--- src/rtl/regfile_scoreboard.sv ---
`default_nettype none
// ============================================================================
// Module      : regfile_scoreboard
// Description : Register file with registered bypassed read ports, one write
//               port and a write-pending scoreboard driving RAW/WAW interlock.
// Revision    : 1.0 - initial release
// ============================================================================
module regfile_scoreboard #(
    parameter int  WIDTH   = 16,
    parameter int  NREGS   = 8,
    parameter int  NREAD   = 2,
    parameter int  ZERO_R0 = 0,
    localparam int AW      = $clog2(NREGS)
) (
    input  logic                   clock,
    input  logic                   reset,
    input  logic [NREAD*AW-1:0]    rd_addr,
    input  logic [NREAD-1:0]       rd_use,
    output logic [NREAD*WIDTH-1:0] rd_data,
    input  logic                   issue_valid,
    input  logic                   issue_wr,
    input  logic [AW-1:0]          issue_dest,
    output logic                   issue_stall,
    output logic                   issue_fire,
    input  logic                   wr_en,
    input  logic [AW-1:0]          wr_addr,
    input  logic [WIDTH-1:0]       wr_data,
    output logic [NREGS-1:0]       busy
);

    localparam bit c_ZERO = (ZERO_R0 != 0);

    logic [WIDTH-1:0] r_regs [NREGS];
    logic [NREGS-1:0] r_busy;
    logic             r_fire;

    logic [NREAD-1:0] w_src_haz;
    logic             w_dst_haz;
    logic             w_accept;
    logic             w_wr_keep;
    logic [NREGS-1:0] w_busy_next;

    // Addresses beyond NREGS (non power-of-two sizes) read as idle registers.
    function automatic logic busy_at(input logic [AW-1:0] addr);
        if (int'(addr) < NREGS) begin
            return r_busy[addr];
        end
        return 1'b0;
    endfunction

    function automatic logic wr_hit(input logic [AW-1:0] addr);
        return wr_en && (wr_addr == addr);
    endfunction

    genvar k;
    generate
        for (k = 0; k < NREAD; k++) begin : g_rd
            logic [AW-1:0]    w_addr;
            logic [WIDTH-1:0] w_next;
            logic [WIDTH-1:0] r_data;

            assign w_addr       = rd_addr[k*AW +: AW];
            assign w_src_haz[k] = rd_use[k] && busy_at(w_addr) && !wr_hit(w_addr);

            always_comb begin
                w_next = '0;
                if (c_ZERO && (w_addr == '0)) begin
                    w_next = '0;
                end else if (wr_hit(w_addr)) begin
                    w_next = wr_data;
                end else if (int'(w_addr) < NREGS) begin
                    w_next = r_regs[w_addr];
                end
            end

            always_ff @(posedge clock or posedge reset) begin
                if (reset) begin
                    r_data <= '0;
                end else begin
                    r_data <= w_next;
                end
            end

            assign rd_data[k*WIDTH +: WIDTH] = r_data;
        end
    endgenerate

    assign w_dst_haz   = issue_wr && busy_at(issue_dest) && !wr_hit(issue_dest);
    assign issue_stall = issue_valid && ((|w_src_haz) || w_dst_haz);
    assign w_accept    = issue_valid && !issue_stall;
    assign w_wr_keep   = wr_en && !(c_ZERO && (wr_addr == '0)) && (int'(wr_addr) < NREGS);

    // Set is applied after clear so a new producer wins over the retiring write.
    always_comb begin
        w_busy_next = r_busy;
        for (int i = 0; i < NREGS; i++) begin
            if (wr_en && (wr_addr == AW'(i))) begin
                w_busy_next[i] = 1'b0;
            end
            if (w_accept && issue_wr && (issue_dest == AW'(i)) && !(c_ZERO && (i == 0))) begin
                w_busy_next[i] = 1'b1;
            end
        end
    end

    always_ff @(posedge clock or posedge reset) begin
        if (reset) begin
            for (int i = 0; i < NREGS; i++) begin
                r_regs[i] <= '0;
            end
        end else if (w_wr_keep) begin
            r_regs[wr_addr] <= wr_data;
        end
    end

    always_ff @(posedge clock or posedge reset) begin
        if (reset) begin
            r_busy <= '0;
            r_fire <= 1'b0;
        end else begin
            r_busy <= w_busy_next;
            r_fire <= w_accept;
        end
    end

    assign busy       = r_busy;
    assign issue_fire = r_fire;

endmodule
`default_nettype wire

--- config.mk ---
export PLATFORM = sky130hd
export DESIGN_NAME = regfile_scoreboard
export DESIGN_NICKNAME = d
export VERILOG_FILES = /design/src/rtl/regfile_scoreboard.sv
export SDC_FILE = /design/constraint.sdc
export NUM_CORES = 1
export LEC_CHECK = 0
export ABC_AREA = 1
export CAP_MARGIN = 20
export CORE_MARGIN = 5
export CORE_UTILIZATION = 47
export DETAILED_ROUTE_END_ITERATION = 12
export PLACE_DENSITY = 0.67
export SKIP_CTS_REPAIR_TIMING = 1
export SYNTH_ARGS = -nofsm -noshare
export SYNTH_HDL_FRONTEND = slang
export SYNTH_SLANG_ARGS = --single-unit
--- constraint.sdc ---
create_clock -name clock -period 7.3 [get_ports clock]
set_input_delay 2.19 -clock clock [delete_from_list [all_inputs] [get_ports clock]]
set_output_delay 2.19 -clock clock [all_outputs]
set_load 0.01 [all_outputs]
== Yosys cells after proc, flatten, opt, wreduce, memory -nomap -nowiden ==
Index checks and enable logic that the tools add are counted.

* Magnitude comparators: 7
* Eq/ne operators: 17
* Muxes and demuxes: 33
* Bitwise operators: 3
* Reductions and logical operators: 45

{| class="wikitable"
|+ Operator list
! cell !! number
|-
| $bwmux 128 || 1
|-
| $mux 16 || 7
|-
| $bmux 16 s3 || 2
|-
| $demux 16 s3 || 1
|-
| $logic_and 1x1->1 || 29
|-
| $eq 3x3->1 const B || 8
|-
| $mux 1 || 19
|-
| $reduce_bool 2->1 || 8
|-
| $eq 3x2->1 const B || 4
|-
| $ge 4x4->1 const B || 3
|-
| $lt 3x4->1 const B || 3
|-
| $not 3->4 || 3
|-
| $bmux 1 s3 || 3
|-
| $eq 3x3->1 || 3
|-
| $eq 3x1->1 const B || 2
|-
| $logic_not 3->1 || 2
|-
| $logic_not 1->1 || 4
|-
| $lt 4x1->1 const B || 1
|-
| $reduce_or 2->1 || 1
|-
| $logic_or 1x1->1 || 1
|}

* Flip-flop bits (word level): 169
* Bits of input ports: 35
* Output and inout bits: 42
* Word-level logic and storage cells: 124

== Logic depth before layout (Yosys ltp) ==
* Word-level depth: 12
* Gate-level depth with buffers: 13
* Depth with buffers taken out: 12

== Worst setup path after synthesis ==
Ideal clock, no wire load.

* Kind: input to output
* Start point: in wr_addr[0]
* End point: out issue_stall
* Arrival: 3.190 ns
* Data required time: 5.110 ns
* Path slack: 1.920 ns
* Stages on the path: 9
* Path buffers: 1
* Path through: buf_2 -> inv_2 -> o21ai_1 -> nor2_2 -> nand2_2 -> nand3_2 -> nor2_2 -> nor2_8 -> nor2_1

* Longest elaborated chain between the ends: 7
* Elaborated cells on any way between the ends: 15
* Those cells by class: eq/ne: 3; reduce/logical: 12

{| class="wikitable"
|+ Ends and longest elaborated chain
! what !! line !! RTL
|-
| start, declared || 26 || <nowiki>input logic [AW-1:0] wr_addr,</nowiki>
|-
| $eq 3x3->1 || 52 || <nowiki>return wr_en && (wr_addr == addr);</nowiki>
|-
| $logic_and 1x1->1 || 52 ||
|-
| $logic_not 1->1 || 63 || <nowiki>assign w_src_haz[k] = rd_use[k] && busy_at(w_addr) && !wr_hit(w_addr);</nowiki>
|-
| $logic_and 1x1->1 || 63 ||
|-
| $reduce_or 2->1 || 89 || <nowiki>assign issue_stall = issue_valid && ((|w_src_haz) || w_dst_haz);</nowiki>
|-
| $logic_or 1x1->1 (*) || 89 ||
|-
| $logic_and 1x1->1 (*) || 89 ||
|-
| end, declared || 23 || <nowiki>output logic issue_stall,</nowiki>
|}

Every way passes the cells marked *; elsewhere a longest branch is shown, timed or not.

== Worst setup path after layout ==
* Start point: in rd_addr[5]
* End point: out issue_stall

* Longest elaborated chain between the ends: 7
* Elaborated cells on any way between the ends: 10
* Those cells by class: eq/ne: 1; mux: 2; reduce/logical: 7

{| class="wikitable"
|+ Ends and longest elaborated chain
! what !! line !! RTL
|-
| start, declared || 17 || <nowiki>input logic [NREAD*AW-1:0] rd_addr,</nowiki>
|-
| $bmux 1 s3 / $eq 3x3->1 (equally long branches) || 46, 52 ||
|-
| $mux 1 (not written as such) / $logic_and 1x1->1 (equally long branches) || 46, 52 ||
|-
| $logic_and 1x1->1 / $logic_not 1->1 (equally long branches) || 63 ||
|-
| $logic_and 1x1->1 (*) || 63 ||
|-
| $reduce_or 2->1 (*) || 89 ||
|-
| $logic_or 1x1->1 (*) || 89 ||
|-
| $logic_and 1x1->1 (*) || 89 ||
|}

Every way passes the cells marked *; elsewhere a longest branch is shown, timed or not. The select of a mux whose other input is x is not followed.

==> flow_metrics.tcl <==
set metrics [dict create \
    critPathCaptureType "primary output" \
    drt-total-wl_mm 25.0 \
    yosysWarningCount 0 \
    fp.coreArea_mm2 0.0181 \
    mostFrequentLayoutCells "sky130_fd_sc_hd__o21ai_0, sky130_fd_sc_hd__nand2_1, sky130_fd_sc_hd__dfrtp_1" \
    leakage_power_of_the_design_nw 4.62 \
    ctsRootBufferMaster "sky130_fd_sc_hd__clkbuf_16" \
    placement_rows 49 \
    use_met1 0.335 \
    timing.setup.tns_ns 0 \
    detailed_place.area_mm2 0.00953 \
    layout_min_cycle_time_ns 6.49 \
    share_of_synthesized_area_occupied_by_flip_flops_and_latches 0.486 \
    cp.arrival_ns 4.30 \
    clock_input_transition_at_the_sequential_cells_of_the_worst_setup_and_hold_paths_ns 0.06 \
    drt_drc_violations_left 0 \
    mostFrequentLayoutCell "sky130_fd_sc_hd__o21ai_0" \
    initial_core_util 0.481 \
    drt_first_iter_violations 753 \
    run_status "completed" \
    setup_viol 0 \
    groute.layer.met3.usage 0.0493 \
    final_cells 1404 \
    layout-drive-gt1-share 0.0630 \
    cp_max_fo 12 \
    final_area_mm2 0.0101 \
    synthesis.instances 1128 \
    groute.layer.met2.usage 0.383 \
    top_usage_layer "met2" \
    worstSetupStartpointType "input port" \
    die_area_mm2 0.0213 \
    insertion_delay_ns 0.44 \
    ant_nets 0 \
    finalNetCount 1197 \
    synthDominantAreaCellType "sky130_fd_sc_hd__dfrtp_1" \
    htreeDepth 4 \
    clock_sink_count 169 \
    post_drt_wl_per_cell_um 17.8 \
    via_per_inst 5.69 \
    slew-limit-headroom 0.407 \
    wire_length_of_the_first_global_routing_pass_mm 41.3 \
    design.portCount 77 \
    cts_max_path_buffers 2 \
    power_mw 2.70 \
    antennaDiodeCount 0 \
    last_weighted_congestion_value_of_the_routability_driven_placer 0.896 \
    detailedPlacementHpwl_mm 15.6 \
    launch_point_of_the_worst_hold_path "r_regs[44]" \
    synth_fp_nets 1163 \
    place_worst_setup_slack_ns 0.810 \
    peakVddDrop_uv 162 \
    drt-pass1-iter-count 6 \
    filler_cell_count 1697 \
    cell_area_after_synthesis_mm2 0.00870 \
    num_vias 7991 \
    fmaxAchievable_ghz 0.154 \
    finalCritPeriodShare 0.889 \
    synthDominantCellAreaShare 0.486 \
    power_density_mw_per_mm2 266 \
    rsz0062_at_grt "no" \
    dp.cells 1371 \
    grt-ovfl-total 0 \
    skew_ns 0.00813 \
    post_synth.cell_area_avg_um2 7.71 \
    tritoncts "done" \
    die-width_um 146 \
    vias_in_the_first_global_route 7718 \
    largest_net_degree_at_the_start_of_global_routing 95 \
    hold_violations 0 \
    syn2layout_area_growth_pct 16.5 \
    synth_cell_types 23 \
    timing_worst_slew_pin_value_ns 0.888 \
    critPathKind "input port to primary output" \
    launch_instance_of_the_worst_register_to_register_path "busy[2]" \
    critical_path_required_ns 5.11 \
    synth.area.top_cells "sky130_fd_sc_hd__dfrtp_1, sky130_fd_sc_hd__o21ai_0, sky130_fd_sc_hd__nand2_1, sky130_fd_sc_hd__o211ai_1, sky130_fd_sc_hd__nand3_1" \
    grtUsageTotal 0.240 \
    cts_buf_count 17 \
    maxSlewViolCount 0 \
    numPortBuffers 76 \
    setup.worst_path.start "rd_addr[5]" \
    ys_ff_latch 169 \
    max_cap_violations 0 \
    fp.dieH_um 146 \
    final_critical_path_setup_slack_ns 0.811 \
    worst_hold_path_type "register to register" \
    antenna_found_initial 0 \
]
==> metal layers <==
| layer | up-vias | part of all wire |
|---|---|---|
| met5 | - | 0 |
| met4 | 0 | 0.016 |
| met3 | 32 | 0.071 |
| met2 | 305 | 0.47 |
| met1 | 3797 | 0.45 |
| li1 | 3857 | - |
==> kinds of logic after synthesis <==
| kind of cell | count (synthesis) | share of synthesized area |
|---|---|---|
| AOI/OAI and AO/OA | 391 | 0.242 |
| buffers and inverters | 178 | 0.0847 |
| DFF | 169 | 0.486 |
| xor gates and xnor gates | 1 | 0.00101 |
| and+or+nand+nor | 389 | 0.186 |
==> synth_stat cells <==
library cell                 n
sky130_fd_sc_hd__nor2_2      3
sky130_fd_sc_hd__nor2_8      1
sky130_fd_sc_hd__buf_4       5
sky130_fd_sc_hd__nor3_1      1
sky130_fd_sc_hd__buf_6       1
sky130_fd_sc_hd__clkbuf_1   40
sky130_fd_sc_hd__a21oi_1    66
sky130_fd_sc_hd__nor2_1     41
sky130_fd_sc_hd__o211ai_1   60
sky130_fd_sc_hd__inv_2       5
sky130_fd_sc_hd__buf_2      34
sky130_fd_sc_hd__buf_1       4
sky130_fd_sc_hd__nand3_2     2
sky130_fd_sc_hd__dfrtp_1   169
sky130_fd_sc_hd__nand2_2     3
sky130_fd_sc_hd__o21ai_1     2
sky130_fd_sc_hd__nand4_1     8
sky130_fd_sc_hd__o22ai_1     2
sky130_fd_sc_hd__o21ai_0   261
sky130_fd_sc_hd__xor2_1      1
sky130_fd_sc_hd__nand3_1    74
sky130_fd_sc_hd__nand2_1   256
sky130_fd_sc_hd__inv_1      89
==> layout make-up <==
class / count / area (um2) / share of cell area
Sequential cell: 169 / 4230 / 0.417
Multi-Input combinational cell: 781 / 3740 / 0.369
Timing Repair Buffer: 99 / 926 / 0.0913
Clock buffer: 20 / 447 / 0.0441
Inverter: 94 / 358 / 0.0353
Tap cell: 229 / 287 / 0.0283
Clock inverter: 12 / 150 / 0.0148
==> power breakdown <==
group          internal, mW  total (mW)  switching [mW]
Clock                 0.545       0.921           0.376
Combinational         0.234       0.558           0.323
Sequential             1.11        1.22           0.112
==> critical path: stages <==
cell	delay [ns]
sky130_fd_sc_hd__clkdlybuf4s50_1	0.46
sky130_fd_sc_hd__buf_4	0.22
sky130_fd_sc_hd__inv_2	0.15
sky130_fd_sc_hd__nor2_1	0.11
sky130_fd_sc_hd__nor2_1	0.06
sky130_fd_sc_hd__nand2_2	0.07
sky130_fd_sc_hd__nand3_2	0.07
sky130_fd_sc_hd__nor2_2	0.22
sky130_fd_sc_hd__nor2_8	0.09
sky130_fd_sc_hd__nor2_1	0.10
sky130_fd_sc_hd__clkdlybuf4s50_1	0.55
==> final timing paths <==
check	to	slack [ns]	depth (start not counted)
worst min-delay path	r_regs[44]	0.49	2
min in group asynchronous	r_regs[70]	2.31	2
max in group asynchronous	r_regs[21]	3.92	3
worst min register to register	r_regs[44]	0.49	2
worst max-delay path	issue_stall	0.81	11
worst max register to register	busy[2]	5.87	11
==> through the flow <==
step                hold WS [ns]   util
global placement           0.467  0.527
global route               0.506  0.561
floorplan                  0.453      -
CTS                        0.488  0.560
finish                     0.486  0.561
detailed placement         0.473  0.527
==> state kept, by name, indices dropped and copies added, names as in the netlist <==
| signal | count |
|---|---|
| g_rd.r_data | 32 |
| issue_fire | 1 |
| r_regs | 128 |
| busy | 8 |
No activity file was read; power rests on OpenSTA's default activity.
